[src/rtl/imem_loader_pkg.sv]
// Shared types and sizing helpers for the instruction-memory loader.
// The optional checksum trailer is enabled with IMEM_LOADER_CHECKSUM_EN.
package imem_loader_pkg;

  localparam int PC_WIDTH_DEF          = 8;
  localparam int INSTR_WIDTH_DEF       = 32;
  localparam int THREAD_INDEX_BITS_DEF = 3;
  localparam int BYTES_PER_WORD        = INSTR_WIDTH_DEF / 8;

  // A one-byte word still needs a 1-bit counter to keep the vector legal.
  function automatic int byte_cnt_width(input int bytes_per_word);
    return (bytes_per_word > 1) ? $clog2(bytes_per_word) : 1;
  endfunction

  localparam int BYTE_CNT_WIDTH = byte_cnt_width(BYTES_PER_WORD);

  typedef enum logic [2:0] {
    IDLE,
    ASSEMBLE,
    WRITE,
    DONE,
    CHECK
  } imem_loader_state_t;

endpackage

[src/rtl/imem_loader_if.sv]
// Byte-stream, control and memory-write signals of the loader; master = host side.
// out_checksum_error exists only when IMEM_LOADER_CHECKSUM_EN is defined.
interface imem_loader_if
  import imem_loader_pkg::*;
#(
  parameter int PC_WIDTH          = PC_WIDTH_DEF,
  parameter int INSTR_WIDTH       = INSTR_WIDTH_DEF,
  parameter int THREAD_INDEX_BITS = THREAD_INDEX_BITS_DEF
) ();

  logic                                  in_start;
  logic [THREAD_INDEX_BITS-1:0]          in_thread_index;
  logic [PC_WIDTH-1:0]                   in_word_count;
  logic                                  in_byte_valid;
  logic [7:0]                            in_byte_data;
  logic                                  out_byte_ready;
  logic [THREAD_INDEX_BITS+PC_WIDTH-1:0] out_waddr;
  logic [INSTR_WIDTH-1:0]                out_wdata;
  logic                                  out_we;
  logic                                  out_busy;
  logic                                  out_hold_pipeline;
  logic                                  out_done;
`ifdef IMEM_LOADER_CHECKSUM_EN
  logic                                  out_checksum_error;
`endif

  modport master (
    output in_start, in_thread_index, in_word_count, in_byte_valid, in_byte_data,
    input  out_byte_ready, out_waddr, out_wdata, out_we, out_busy,
    input  out_hold_pipeline, out_done
`ifdef IMEM_LOADER_CHECKSUM_EN
    , input out_checksum_error
`endif
  );

  modport slave (
    input  in_start, in_thread_index, in_word_count, in_byte_valid, in_byte_data,
    output out_byte_ready, out_waddr, out_wdata, out_we, out_busy,
    output out_hold_pipeline, out_done
`ifdef IMEM_LOADER_CHECKSUM_EN
    , output out_checksum_error
`endif
  );

endinterface

[src/rtl/imem_word_assembler.sv]
// Places incoming bytes little-endian into a word; word_d_o already includes
// the byte being transferred so the caller can capture a complete word on the last byte.
module imem_word_assembler
  import imem_loader_pkg::*;
#(
  parameter int INSTR_WIDTH = INSTR_WIDTH_DEF
) (
  input  logic                   clk,
  input  logic                   reset,
  input  logic                   clear_i,
  input  logic                   xfer_i,
  input  logic [7:0]             byte_i,
  output logic [INSTR_WIDTH-1:0] word_d_o,
  output logic                   word_done_o
);

  localparam int BPW = INSTR_WIDTH / 8;
  localparam int CW  = byte_cnt_width(BPW);

  logic [CW-1:0]          byte_cnt_q, byte_cnt_d;
  logic [INSTR_WIDTH-1:0] word_q;

  genvar gi;
  generate
    for (gi = 0; gi < BPW; gi++) begin : g_lane
      assign word_d_o[8*gi +: 8] = (xfer_i && (byte_cnt_q == CW'(gi))) ? byte_i
                                                                       : word_q[8*gi +: 8];
    end
  endgenerate

  assign word_done_o = xfer_i && (byte_cnt_q == CW'(BPW - 1));

  always_comb begin
    byte_cnt_d = byte_cnt_q;
    if (clear_i)
      byte_cnt_d = '0;
    else if (word_done_o)
      byte_cnt_d = '0;
    else if (xfer_i)
      byte_cnt_d = byte_cnt_q + 1'b1;
  end

  always_ff @(posedge clk or negedge reset) begin
    if (!reset) begin
      byte_cnt_q <= '0;
      word_q     <= '0;
    end else begin
      byte_cnt_q <= byte_cnt_d;
      if (clear_i)
        word_q <= '0;
      else if (xfer_i)
        word_q <= word_d_o;
    end
  end

endmodule

[src/rtl/imem_loader.sv]
// Loads a byte stream into a thread's instruction memory and holds the pipeline meanwhile.
// Define IMEM_LOADER_CHECKSUM_EN to require an XOR checksum word after the payload.
module imem_loader
  import imem_loader_pkg::*;
#(
  parameter int PC_WIDTH          = PC_WIDTH_DEF,
  parameter int INSTR_WIDTH       = INSTR_WIDTH_DEF,
  parameter int THREAD_INDEX_BITS = THREAD_INDEX_BITS_DEF
) (
  input  logic        clk,
  input  logic        reset,
  imem_loader_if.slave bus
);

  imem_loader_state_t                    state_q;
  logic [THREAD_INDEX_BITS-1:0]          thread_q;
  logic [PC_WIDTH-1:0]                   count_q;
  logic [PC_WIDTH-1:0]                   wcnt_q;
  logic [PC_WIDTH-1:0]                   wcnt_d;
  logic [THREAD_INDEX_BITS+PC_WIDTH-1:0] waddr_q;
  logic [INSTR_WIDTH-1:0]                wdata_q;
  logic                                  we_q;
  logic                                  ready_q;
  logic                                  busy_q;
  logic                                  done_q;
`ifdef IMEM_LOADER_CHECKSUM_EN
  logic [INSTR_WIDTH-1:0]                xor_q;
  logic                                  chk_err_q;
`endif

  logic                   start_accept;
  logic                   xfer;
  logic [INSTR_WIDTH-1:0] word_d;
  logic                   word_done;

  assign start_accept = (state_q == IDLE) && bus.in_start;
  assign xfer         = bus.in_byte_valid && ready_q;
  assign wcnt_d       = wcnt_q + 1'b1;

  imem_word_assembler #(
    .INSTR_WIDTH (INSTR_WIDTH)
  ) u_asm (
    .clk         (clk),
    .reset       (reset),
    .clear_i     (start_accept),
    .xfer_i      (xfer),
    .byte_i      (bus.in_byte_data),
    .word_d_o    (word_d),
    .word_done_o (word_done)
  );

  always_ff @(posedge clk or negedge reset) begin
    if (!reset) begin
      state_q   <= IDLE;
      thread_q  <= '0;
      count_q   <= '0;
      wcnt_q    <= '0;
      waddr_q   <= '0;
      wdata_q   <= '0;
      we_q      <= 1'b0;
      ready_q   <= 1'b0;
      busy_q    <= 1'b0;
      done_q    <= 1'b0;
`ifdef IMEM_LOADER_CHECKSUM_EN
      xor_q     <= '0;
      chk_err_q <= 1'b0;
`endif
    end else begin
      case (state_q)
        IDLE: begin
          if (bus.in_start) begin
            thread_q  <= bus.in_thread_index;
            count_q   <= bus.in_word_count;
            wcnt_q    <= '0;
            busy_q    <= 1'b1;
            ready_q   <= 1'b1;
            state_q   <= ASSEMBLE;
`ifdef IMEM_LOADER_CHECKSUM_EN
            xor_q     <= '0;
            chk_err_q <= 1'b0;
`endif
          end
        end
        ASSEMBLE: begin
          if (word_done) begin
            ready_q <= 1'b0;
            we_q    <= 1'b1;
            wdata_q <= word_d;
            waddr_q <= {thread_q, wcnt_q};
            state_q <= WRITE;
          end
        end
        WRITE: begin
          we_q   <= 1'b0;
          wcnt_q <= wcnt_d;
`ifdef IMEM_LOADER_CHECKSUM_EN
          xor_q  <= xor_q ^ wdata_q;
`endif
          // A latched count of 0 matches only after the counter wraps: 2^PC_WIDTH words.
          if (wcnt_d == count_q) begin
`ifdef IMEM_LOADER_CHECKSUM_EN
            ready_q <= 1'b1;
            state_q <= CHECK;
`else
            done_q  <= 1'b1;
            state_q <= DONE;
`endif
          end else begin
            ready_q <= 1'b1;
            state_q <= ASSEMBLE;
          end
        end
`ifdef IMEM_LOADER_CHECKSUM_EN
        CHECK: begin
          if (word_done) begin
            ready_q   <= 1'b0;
            chk_err_q <= (word_d != xor_q);
            done_q    <= 1'b1;
            state_q   <= DONE;
          end
        end
`endif
        DONE: begin
          done_q  <= 1'b0;
          busy_q  <= 1'b0;
          state_q <= IDLE;
        end
        default: begin
          state_q <= IDLE;
        end
      endcase
    end
  end

  assign bus.out_byte_ready    = ready_q;
  assign bus.out_waddr         = waddr_q;
  assign bus.out_wdata         = wdata_q;
  assign bus.out_we            = we_q;
  assign bus.out_busy          = busy_q;
  assign bus.out_hold_pipeline = busy_q;
  assign bus.out_done          = done_q;
`ifdef IMEM_LOADER_CHECKSUM_EN
  assign bus.out_checksum_error = chk_err_q;
`endif

endmodule

[src/flat_wrapper.sv]
// flat-port wrapper written by rule: the top's interface ports become plain ports
module imem_loader_flat import imem_loader_pkg::*;
#(
  parameter int PC_WIDTH          = PC_WIDTH_DEF,
  parameter int INSTR_WIDTH       = INSTR_WIDTH_DEF,
  parameter int THREAD_INDEX_BITS = THREAD_INDEX_BITS_DEF
)
  (clk, reset, bus_in_start, bus_in_thread_index, bus_in_word_count, bus_in_byte_valid, bus_in_byte_data, bus_out_byte_ready, bus_out_waddr, bus_out_wdata, bus_out_we, bus_out_busy, bus_out_hold_pipeline, bus_out_done);
  imem_loader_if #(.PC_WIDTH(PC_WIDTH), .INSTR_WIDTH(INSTR_WIDTH), .THREAD_INDEX_BITS(THREAD_INDEX_BITS)) bus_i ();
  input  logic clk;
  input  logic reset;
  input wire logic [$bits(bus_i.in_start)-1:0] bus_in_start;
  input wire logic [$bits(bus_i.in_thread_index)-1:0] bus_in_thread_index;
  input wire logic [$bits(bus_i.in_word_count)-1:0] bus_in_word_count;
  input wire logic [$bits(bus_i.in_byte_valid)-1:0] bus_in_byte_valid;
  input wire logic [$bits(bus_i.in_byte_data)-1:0] bus_in_byte_data;
  output wire logic [$bits(bus_i.out_byte_ready)-1:0] bus_out_byte_ready;
  output wire logic [$bits(bus_i.out_waddr)-1:0] bus_out_waddr;
  output wire logic [$bits(bus_i.out_wdata)-1:0] bus_out_wdata;
  output wire logic [$bits(bus_i.out_we)-1:0] bus_out_we;
  output wire logic [$bits(bus_i.out_busy)-1:0] bus_out_busy;
  output wire logic [$bits(bus_i.out_hold_pipeline)-1:0] bus_out_hold_pipeline;
  output wire logic [$bits(bus_i.out_done)-1:0] bus_out_done;
  assign bus_i.in_start = bus_in_start;
  assign bus_i.in_thread_index = bus_in_thread_index;
  assign bus_i.in_word_count = bus_in_word_count;
  assign bus_i.in_byte_valid = bus_in_byte_valid;
  assign bus_i.in_byte_data = bus_in_byte_data;
  assign bus_out_byte_ready = bus_i.out_byte_ready;
  assign bus_out_waddr = bus_i.out_waddr;
  assign bus_out_wdata = bus_i.out_wdata;
  assign bus_out_we = bus_i.out_we;
  assign bus_out_busy = bus_i.out_busy;
  assign bus_out_hold_pipeline = bus_i.out_hold_pipeline;
  assign bus_out_done = bus_i.out_done;
  imem_loader #(.PC_WIDTH(PC_WIDTH), .INSTR_WIDTH(INSTR_WIDTH), .THREAD_INDEX_BITS(THREAD_INDEX_BITS)) u_core (.clk(clk), .reset(reset), .bus(bus_i));
endmodule
[config.mk]
export PLATFORM = sky130hd
export DESIGN_NAME = imem_loader_flat
export DESIGN_NICKNAME = d
export VERILOG_FILES = /design/src/rtl/imem_loader_pkg.sv /design/src/rtl/imem_loader_if.sv /design/src/rtl/imem_word_assembler.sv /design/src/rtl/imem_loader.sv /design/src/flat_wrapper.sv
export SDC_FILE = /design/constraint.sdc
export NUM_CORES = 1
export LEC_CHECK = 0
export ABC_CLOCK_PERIOD_IN_PS = 2850
export BUFFER_PORTS_ARGS = -buffer_cell sky130_fd_sc_hd__buf_2
export CAP_MARGIN = 15
export CORE_MARGIN = 8
export CORE_UTILIZATION = 59
export DETAILED_ROUTE_END_ITERATION = 10
export PLACE_DENSITY_LB_ADDON = 0.25
export SLEW_MARGIN = 20
export SYNTH_ARGS = -nofsm -noshare
export SYNTH_HDL_FRONTEND = slang
export SYNTH_SLANG_ARGS = --single-unit
[constraint.sdc]
create_clock -name clk -period 2.85 [get_ports clk]
set_input_delay 0.285 -clock clk [delete_from_list [all_inputs] [get_ports clk]]
set_output_delay 0.285 -clock clk [all_outputs]
set_load 0.01 [all_outputs]
Word-level counts from Yosys, hierarchy flattened
Index checks and enable logic that the tools add are counted.

Bits of input ports: 23. Output and inout port bits: 48. Register bits after elaboration: 103. Logic and storage cells: 72.

Reductions and logical operators: 23. Mux-type cells: 24. Equality and inequality tests: 11. $add $sub $neg: 2.

Operator list (number): 32-bit two-way mux (2); 8-bit two-way mux (5); 8-bit case mux with 2 select lines (1); 2-bit AND reduction (7); 2-bit nonzero test (5); 3-bit case mux with 3 select lines (1); 8-bit by 1-bit adder with 8-bit output (second input constant) (1); 8-bit == test (1); 2-bit two-way mux (4); 3-bit by 2-bit == test with 1-bit output (second input constant) (2); 1-bit logical AND (6); 3-bit two-way mux (2); 2-bit != test (second input constant) (3); 1-bit case mux with 2 select lines (3); 3-bit nonzero test (2); 1-bit two-way mux (5); 2-bit == test (second input constant) (2); 4-bit AND reduction (1); 3-bit by 1-bit == test with 1-bit output (second input constant) (1); 3-bit zero test (1); 1-bit case mux with 3 select lines (1); 2-bit by 1-bit adder with 2-bit output (second input constant) (1); 2-bit by 1-bit == test with 1-bit output (second input constant) (1); 2-bit zero test (1); 2-bit by 1-bit != test with 1-bit output (second input constant) (1).

Logic depth before layout (Yosys ltp)
Gate-level depths: netlist of run 1.

Depth in word-level cells: 5. Mapped depth: 7. Mapped depth without buffers: 6.

Hierarchy
Synthesis of run 1 repeated with hierarchy kept, for this count alone.

Cells, all modules: 478. Area total of the unflattened synthesis: 4963.5 um^2.

By module, submodules not included: imem_loader (area an instance 2921.6 um^2, times used 1, sequential area each 1701.6 um^2, cells an instance 315); imem_word_assembler (area an instance 2042.0 um^2, times used 1, sequential area each 850.8 um^2, cells an instance 163).

Worst setup path before layout of run 1
OpenSTA, ideal clock, no wires.

Path type: register -> register. Start point: register u_core.u_asm.byte_cnt_q[0]. End point: register u_core.waddr_q[0] (netlist: u_core.bus.out_waddr[0]). Setup slack: 1.116 ns. Data required time: 2.725 ns. Arrival time: 1.609 ns. Stages on the path, launching flop included: 6. Path through: dfrtp_1 -> ha_1 -> and3_1 -> nand3_1 -> buf_1 -> mux2_2.

Cells in the longest elaborated chain, start to end: 3.

Ends and longest elaborated chain: start: declaration (RTL line imem_word_assembler.sv:20) `logic [CW-1:0] byte_cnt_q, byte_cnt_d;`; start signal: assignment (RTL line imem_word_assembler.sv:48) `byte_cnt_q <= byte_cnt_d;`; 2-bit == test (RTL line imem_word_assembler.sv:31) `assign word_done_o = xfer_i && (byte_cnt_q == CW'(BPW - 1));`; 1-bit logical AND (RTL line imem_word_assembler.sv:31); 2-bit AND reduction (no source line); end signal: assignment (RTL line imem_loader.sv:89) `waddr_q <= {thread_q, wcnt_q};`; end: declaration (RTL line imem_loader.sv:20) `logic [THREAD_INDEX_BITS+PC_WIDTH-1:0] waddr_q;`.

Every way passes these cells. A chain may end at the register's enable or synchronous reset.

Worst setup path in the final report of run 1
Start point: register u_core.wcnt_q[3]. End point: register u_core.ready_q (netlist: u_core.bus.out_byte_ready).

Cells in the longest elaborated chain, start to end: 4.

Ends and longest elaborated chain: start: declaration (RTL line imem_loader.sv:18) `logic [PC_WIDTH-1:0] wcnt_q;`; start signal: assignment (RTL line imem_loader.sv:95) `wcnt_q <= wcnt_d;`; 8-bit by 1-bit adder with 8-bit output (RTL line imem_loader.sv:38) `assign wcnt_d = wcnt_q + 1'b1;`; 8-bit == test (RTL line imem_loader.sv:100) `if (wcnt_d == count_q) begin`; 2-bit != test (no source line); 4-bit AND reduction (no source line); end signal: assignment (RTL line imem_loader.sv:61) `ready_q <= 1'b0;`; end signal: assignment (RTL line imem_loader.sv:76) `ready_q <= 1'b1;`; end signal: assignment (RTL line imem_loader.sv:109) `ready_q <= 1'b1;`; end: declaration (RTL line imem_loader.sv:23) `logic ready_q;`.

Every way passes these cells.

==> results of run 1 <==
## layer usage
metal	vias up	wire, microns	GRT usage (%)
li1	1274	-	-
met3	12	396	4.694
met1	1332	3672	22.32
met5	-	0	0
met2	59	3702	25.76
met4	0	125	7.226
## power groups by stage
stage          Clock [mW]  Combinational [mW]  Sequential (mW)
6_report            0.903                1.64             2.24
2_1_floorplan           0                1.04             2.29
3_5_place_dp            0                1.66             2.27
4_1_cts             0.923                1.67             2.24
5_1_grt             0.972                1.83             2.31
3_3_place_gp            0                1.61             2.23
## critical path: stages, from the launching register on
cell and delay, ps:
dfrtp_1 520, nand4_1 190, or3_1 380, a2111oi_0 500, and4_1 320, a21oi_1 90
## metrics by stage
stage	power, mW	hold slack [ps]
final	4.781	5.941
after global routing	5.118	52.91
after CTS	4.835	22.88
after detailed placement	3.929	418.3
after global placement	3.836	413.3
after floorplan	3.327	-10.59
## cells in the mapped netlist, drive strengths merged
| master | n |
|---|---|
| dfrtp | 94 |
| nand2 | 45 |
| o21ai | 35 |
| nor2 | 31 |
| mux2 | 30 |
| mux2i | 27 |
| buf | 12 |
| clkbuf | 9 |
| a21oi | 7 |
| xnor2 | 7 |
| inv | 6 |
| ha | 5 |
| xor2 | 4 |
| and3 | 3 |
| nand3 | 3 |
| nor3 | 3 |
| a2111oi | 1 |
| a211oi | 1 |
| a21o | 1 |
| a22o | 1 |
| a31o | 1 |
| a32o | 1 |
| and2 | 1 |
| and4 | 1 |
| nand4 | 1 |
| nor2b | 1 |
| o2bb2ai | 1 |
| o31a | 1 |
| o32ai | 1 |
| or3 | 1 |
| or4 | 1 |
## worst max path at each step
stage,from,end,slack [ps],cells after the start
after floorplan,u_core.u_asm.byte_cnt_q[0]$_DFFE_PN0P_,u_core.bus.out_waddr[0]$_DFFE_PN0P_,1120,5
after global placement,u_core.state_q[1]$_DFFE_PN0P_,u_core.u_asm.word_q[19]$_DFFE_PN0P_,830,5
after detailed placement,u_core.state_q[1]$_DFFE_PN0P_,u_core.u_asm.word_q[21]$_DFFE_PN0P_,780,5
after CTS,u_core.state_q[1]$_DFFE_PN0P_,u_core.u_asm.byte_cnt_q[1]$_DFFE_PN0P_,770,5
after global routing,u_core.wcnt_q[3]$_DFFE_PN0P_,u_core.bus.out_byte_ready$_DFFE_PN0P_,650,5
final,u_core.wcnt_q[3]$_DFFE_PN0P_,u_core.bus.out_byte_ready$_DFFE_PN0P_,740,5
## sequential cells by signal, summed over array words and instances (netlist names)
register / flops
u_core.state_q: 2
u_core.u_asm.byte_cnt_q: 2
u_core.wcnt_q: 8
u_core.bus.out_waddr: 11
u_core.count_q: 8
u_core.bus.out_we: 1
u_core.bus.out_busy: 1
u_core.u_asm.word_q: 24
u_core.bus.out_done: 1
u_core.bus.out_byte_ready: 1
u_core.bus.out_wdata: 32
u_core.thread_q: 3
## cells in the final DEF (no fill, tap or decap), types with 2 or more instances in the layout
master	n
dfrtp_1	94
buf_2	69
nand2_1	45
o21ai_0	34
nor2_1	31
mux2_2	30
mux2i_1	27
clkbuf_8	10
a21oi_1	7
xnor2_1	7
inv_1	6
buf_4	6
ha_1	5
xor2_1	4
and3_1	3
nor3_1	3
clkinv_4	2
## cell type report
class | instances | share of cell area [%]
tap | 77 | 2.123
clock inverter | 6 | 1.516
inverter | 6 | 0.4963
clock buffer | 10 | 3.033
sequential | 94 | 51.83
timing repair buffer | 76 | 9.043
multi-input combinational | 215 | 31.95
## cell families (layout without fill, tap and decap cells)
group	after synthesis	count (layout)	synth area share [%]
flip-flops	94	94	60.08
AND/OR/NAND/NOR	91	91	9.940
multiplexers	57	57	15.53
AO/OA/AOI/OAI	51	51	7.383
buffers and inverters	27	98	3.004
XOR/XNOR	11	11	2.461
adder cells (fa/ha/maj)	5	5	1.598
==> results.cfg, run 1 <==
[synth]
yosysTopAreaCellShare_pct = 60.08
yosys_warnings = 0
synth_cell_type_count = 36
syn_nets = 364
syn_area_sq_um = 3915
seq_area_frac_synth_pct = 60.08
synth_top_area_cell = dfrtp_1
netlist_instances = 336
synth-seq-cells = 94
synthTopCellsByArea = dfrtp_1 60%, mux2_2 8.6%, mux2i_1 6.9%, o21ai_0 4.3%, nand2_1 4.3%
syn_avg_cell_area_sq_um = 11.65

[power_and_ir_drop]
switchingPower_mw = 1.699
internal-power_mw = 3.082
power_density_nw_per_um2 = 1053
combPwrFrac_pct = 34.3
switching_share_pct = 35.53
p_seq_share_pct = 46.8
vdd_drop_max_mv = 0.6532
leakage_nw = 2.399
clockPowerShare_pct = 18.9

[finish]
nets = 430
instances_no_fill = 484
fin_util_pct = 71.06
areaGrowthSynthToFinish_pct = 15.92
area.sequential_sq_um = 2352
num_antenna_cells = 0
fillers = 462
drive_gt1_share_pct = 31.20
multi_input_area_sq_um = 1450
fin_area_sq_um = 4538

[sta]
slew_viol_final = 0
finalCritPeriodShare_pct = 74.10
rsz0062_at_grt = false
timing.final.hold_violations = 0
slew_headroom_pct = 46.45
clock_skew_ps = 8.956
finalCriticalPeriod_ps = 2112
tns_ps = 0
fmax_mhz = 473.5
finalWorstSetupSlack_ps = 738.3
worstMarginPinSlew_ps = 803.2
setup_viol = 0

[cts]
clockBufferDepth = 2
cts-root-buf = clkbuf_8
cts_sinks = 94
cts_resized = 0
cts_setup_buffers = 0
htree_levels = 3
cts-hold-fix-buffers = 0
cts_tree = yes
clkLatencyLatePin_ps = 350
clk_pin_slew_ps = 90
cts_buffers = 9

[worst_hold_path]
worst_hold_path_type = in -> async

[placed_design]
postPlaceCellArea_sq_um = 4332
gp_congestion = 0.8052
hpwlAfterDp_mm = 5.534
post-place-ws_ps = 778.1
port_buffers = 70
dpl.cell_count = 468

[global_routing]
grt_pass1_vias = 2698
overflow = 0
antenna_found_initial = 0
grt_util_all_layers_pct = 17.00
grt_max_degree = 64
grt_pass1_wl_mm = 13.22

[critical_path]
crit_path_end_kind = flip-flop
start_kind = flip-flop
rr_startpoint = u_core.wcnt_q[3]$_DFFE_PN0P_
rrSetupSlack_ps = 740
required_ps = 3090
reg2regPathDepth = 5
crit_path_max_fanout = 9
path_class = reg -> reg
timing.rr.end = u_core.bus.out_byte_ready$_DFFE_PN0P_
cp_data_arrival_time_ps = 2350

[detailed_routing]
drt_iter0_drc = 138
ant_nets = 0
drtPass1Iterations = 5
num_vias = 2677
drc = 0
finalWirelength_mm = 7.898
viasPerCell = 5.531
routedWlPerCell_microns = 16.32

[floorplan]
coreArea_sq_um = 6386
die_w_microns = 97.46
floorplan.initialDensity_pct = 61.30
die_h_microns = 97.46
rows = 29
ios = 71
die-area_sq_um = 9498

[run]
cap_viol_max_count = 0

[outcome]
status = complete, no violations
Power figures use the tool's default switching activity.
==> run 2, diff against run 1 <==
--- a/config.mk
+++ b/config.mk
@@ -5,11 +5,11 @@
 export SDC_FILE = /design/constraint.sdc
 export NUM_CORES = 1
 export LEC_CHECK = 0
-export ABC_CLOCK_PERIOD_IN_PS = 2850
+export ABC_CLOCK_PERIOD_IN_PS = 1880
 export BUFFER_PORTS_ARGS = -buffer_cell sky130_fd_sc_hd__buf_2
 export CAP_MARGIN = 15
 export CORE_MARGIN = 8
-export CORE_UTILIZATION = 59
+export CORE_UTILIZATION = 49
 export DETAILED_ROUTE_END_ITERATION = 10
 export PLACE_DENSITY_LB_ADDON = 0.25
 export SLEW_MARGIN = 20
==> constraint.sdc (replaced) <==
create_clock -name clk -period 1.88 [get_ports clk]
set_input_delay 0.188 -clock clk [delete_from_list [all_inputs] [get_ports clk]]
set_output_delay 0.188 -clock clk [all_outputs]
set_load 0.01 [all_outputs]
==> run 2 against run 1 <==
Net effect: sequential share of layout area decreased by 2.3 points; power increased by 59%; setup slack lost 640 ps; via count increased by 0.52%; hold slack better by 46 ps; clock power increased by 69%; sequential cell count is the same; sequential power rose by 47%; critical path depth is the same; final cell count is 8.1% higher; largest power group unchanged.
==> results.cfg, run 2 (synthesized netlist as in run 1, its figures left out) <==
[placed_design]
gp_congestion = 0.7892
dpl.cell_count = 506
hpwlAfterDp_mm = 5.712
port_buffers = 70

[finish]
drive_gt1_share_pct = 33.49
instances_no_fill = 523
num_antenna_cells = 0
areaGrowthSynthToFinish_pct = 21.32
multi_input_area_sq_um = 1456
nets = 444
largest_reg_flops = 32
final_cell_mix = 94 x dfrtp_1, 69 x buf_2, 45 x nand2_1
fillers = 638
layout_commonest_cell = dfrtp_1
area.sequential_sq_um = 2352

[outcome]
status = complete, no violations

[sta]
worstMarginPinSlew_ps = 522.9
timing.final.hold_violations = 0
rsz0062_at_grt = false
setup_viol = 0
fmax_mhz = 560.7
clock_skew_ps = 12.94
whs_ps = 51.48
slew_viol_final = 0
slew_headroom_pct = 65.05
finalCriticalPeriod_ps = 1783
tns_ps = 0
finalCritPeriodShare_pct = 94.87

[cts]
cts_setup_buffers = 0
cts-root-buf = clkbuf_8
cts_tree = yes
cts_sinks = 94
clk_pin_slew_ps = 100
clkLatencyLatePin_ps = 360
htree_levels = 3
clockBufferDepth = 2
cts_buffers = 9

[critical_path]
crit_path_max_fanout = 62
cp_data_arrival_time_ps = 2020
rrSetupSlack_ps = 100
path_class = reg -> reg
crit_path_end_kind = flip-flop
required_ps = 2120
start_kind = flip-flop

[floorplan]
die_h_microns = 105.4
rows = 32
die-area_sq_um = 11110
die_w_microns = 105.4
ios = 71
coreArea_sq_um = 7727
floorplan.initialDensity_pct = 50.66

[global_routing]
overflow = 0
grt_util_all_layers_pct = 15.29
grt_max_degree = 63
grt_pass1_vias = 2790
grt_pass1_wl_mm = 13.90
antenna_found_initial = 0

[worst_hold_path]
worst_hold_path_type = in -> reg

[detailed_routing]
finalWirelength_mm = 8.152
ant_nets = 0
drc = 0
viasPerCell = 5.145
num_vias = 2691
drt_iter0_drc = 138
drtPass1Iterations = 4
routedWlPerCell_microns = 15.59

[run]
cap_viol_max_count = 0

[power_and_ir_drop]
leakage_nw = 2.494
power_density_nw_per_um2 = 1596
p_total_mw = 7.580
vdd_drop_max_mv = 0.7614
run 2: path summary, 6_finish.rpt:
| kind | cells after the start | endpoint | start |
|---|---|---|---|
| max | 5 | u_core.bus.out_wdata[24]$_DFFE_PN0P_ | u_core.u_asm.byte_cnt_q[0]$_DFFE_PN0P_ |
| max in group asynchronous | 3 | u_core.count_q[4]$_DFFE_PN0P_ | reset |
| max reg2reg | 5 | u_core.bus.out_wdata[24]$_DFFE_PN0P_ | u_core.u_asm.byte_cnt_q[0]$_DFFE_PN0P_ |
| min | 2 | u_core.count_q[6]$_DFFE_PN0P_ | bus_in_word_count[6] |
| min in group asynchronous | 2 | u_core.bus.out_wdata[6]$_DFFE_PN0P_ | reset |
| min reg2reg | 2 | u_core.bus.out_wdata[3]$_DFFE_PN0P_ | u_core.bus.out_wdata[3]$_DFFE_PN0P_ |
run 2: power breakdown:
part	leakage (nW)	internal, mW	total [mW]	switching, mW
Clock	0.118	0.779	1.53	0.751
Sequential	1.19	2.87	3.30	0.430
Combinational	1.18	1.28	2.75	1.48
run 2: critical path, stage by stage, from the launching register on:
cell     delay [ps]
dfrtp_1         440
ha_1            230
and3_1          210
nand3_2         120
buf_12          260
mux2_2          370
run 2: what timing repair did:
action                                 in CTS  in global routing
pin swaps                                   0                  1
endpoints found under the hold margin      17                  0
hold buffers                                1                  0
setup endpoints to repair                   1                  2
gates resized for setup                     1                  1
run 2: per-layer routing:
metal | wire length, microns | vias up | global-route usage [%]
li1 | - | 1295 | -
met1 | 3702 | 1318 | 19.37
met2 | 3846 | 66 | 24.28
met3 | 456 | 12 | 4.324
met4 | 146 | 0 | 5.912
met5 | 0 | - | 0
run 2: metrics by stage:
stage	worst slack (ps)	utilization, %	instance area [sq um]
3_5_place_dp	8.666	58.21	4498
4_1_cts	38.75	61.40	4745
2_1_floorplan	145.9	-	3915
3_3_place_gp	66.28	58.21	4498
6_report	96.50	61.46	4750
5_1_grt	12.78	61.46	4750
run 2: cell type report:
class / instances / share of cell area, %
inverter: 6 / 0.4742
clock inverter: 7 / 2.345
sequential: 94 / 49.53
tap: 102 / 2.687
clock buffer: 9 / 2.608
multi-input combinational: 215 / 30.66
timing repair buffer: 90 / 11.70
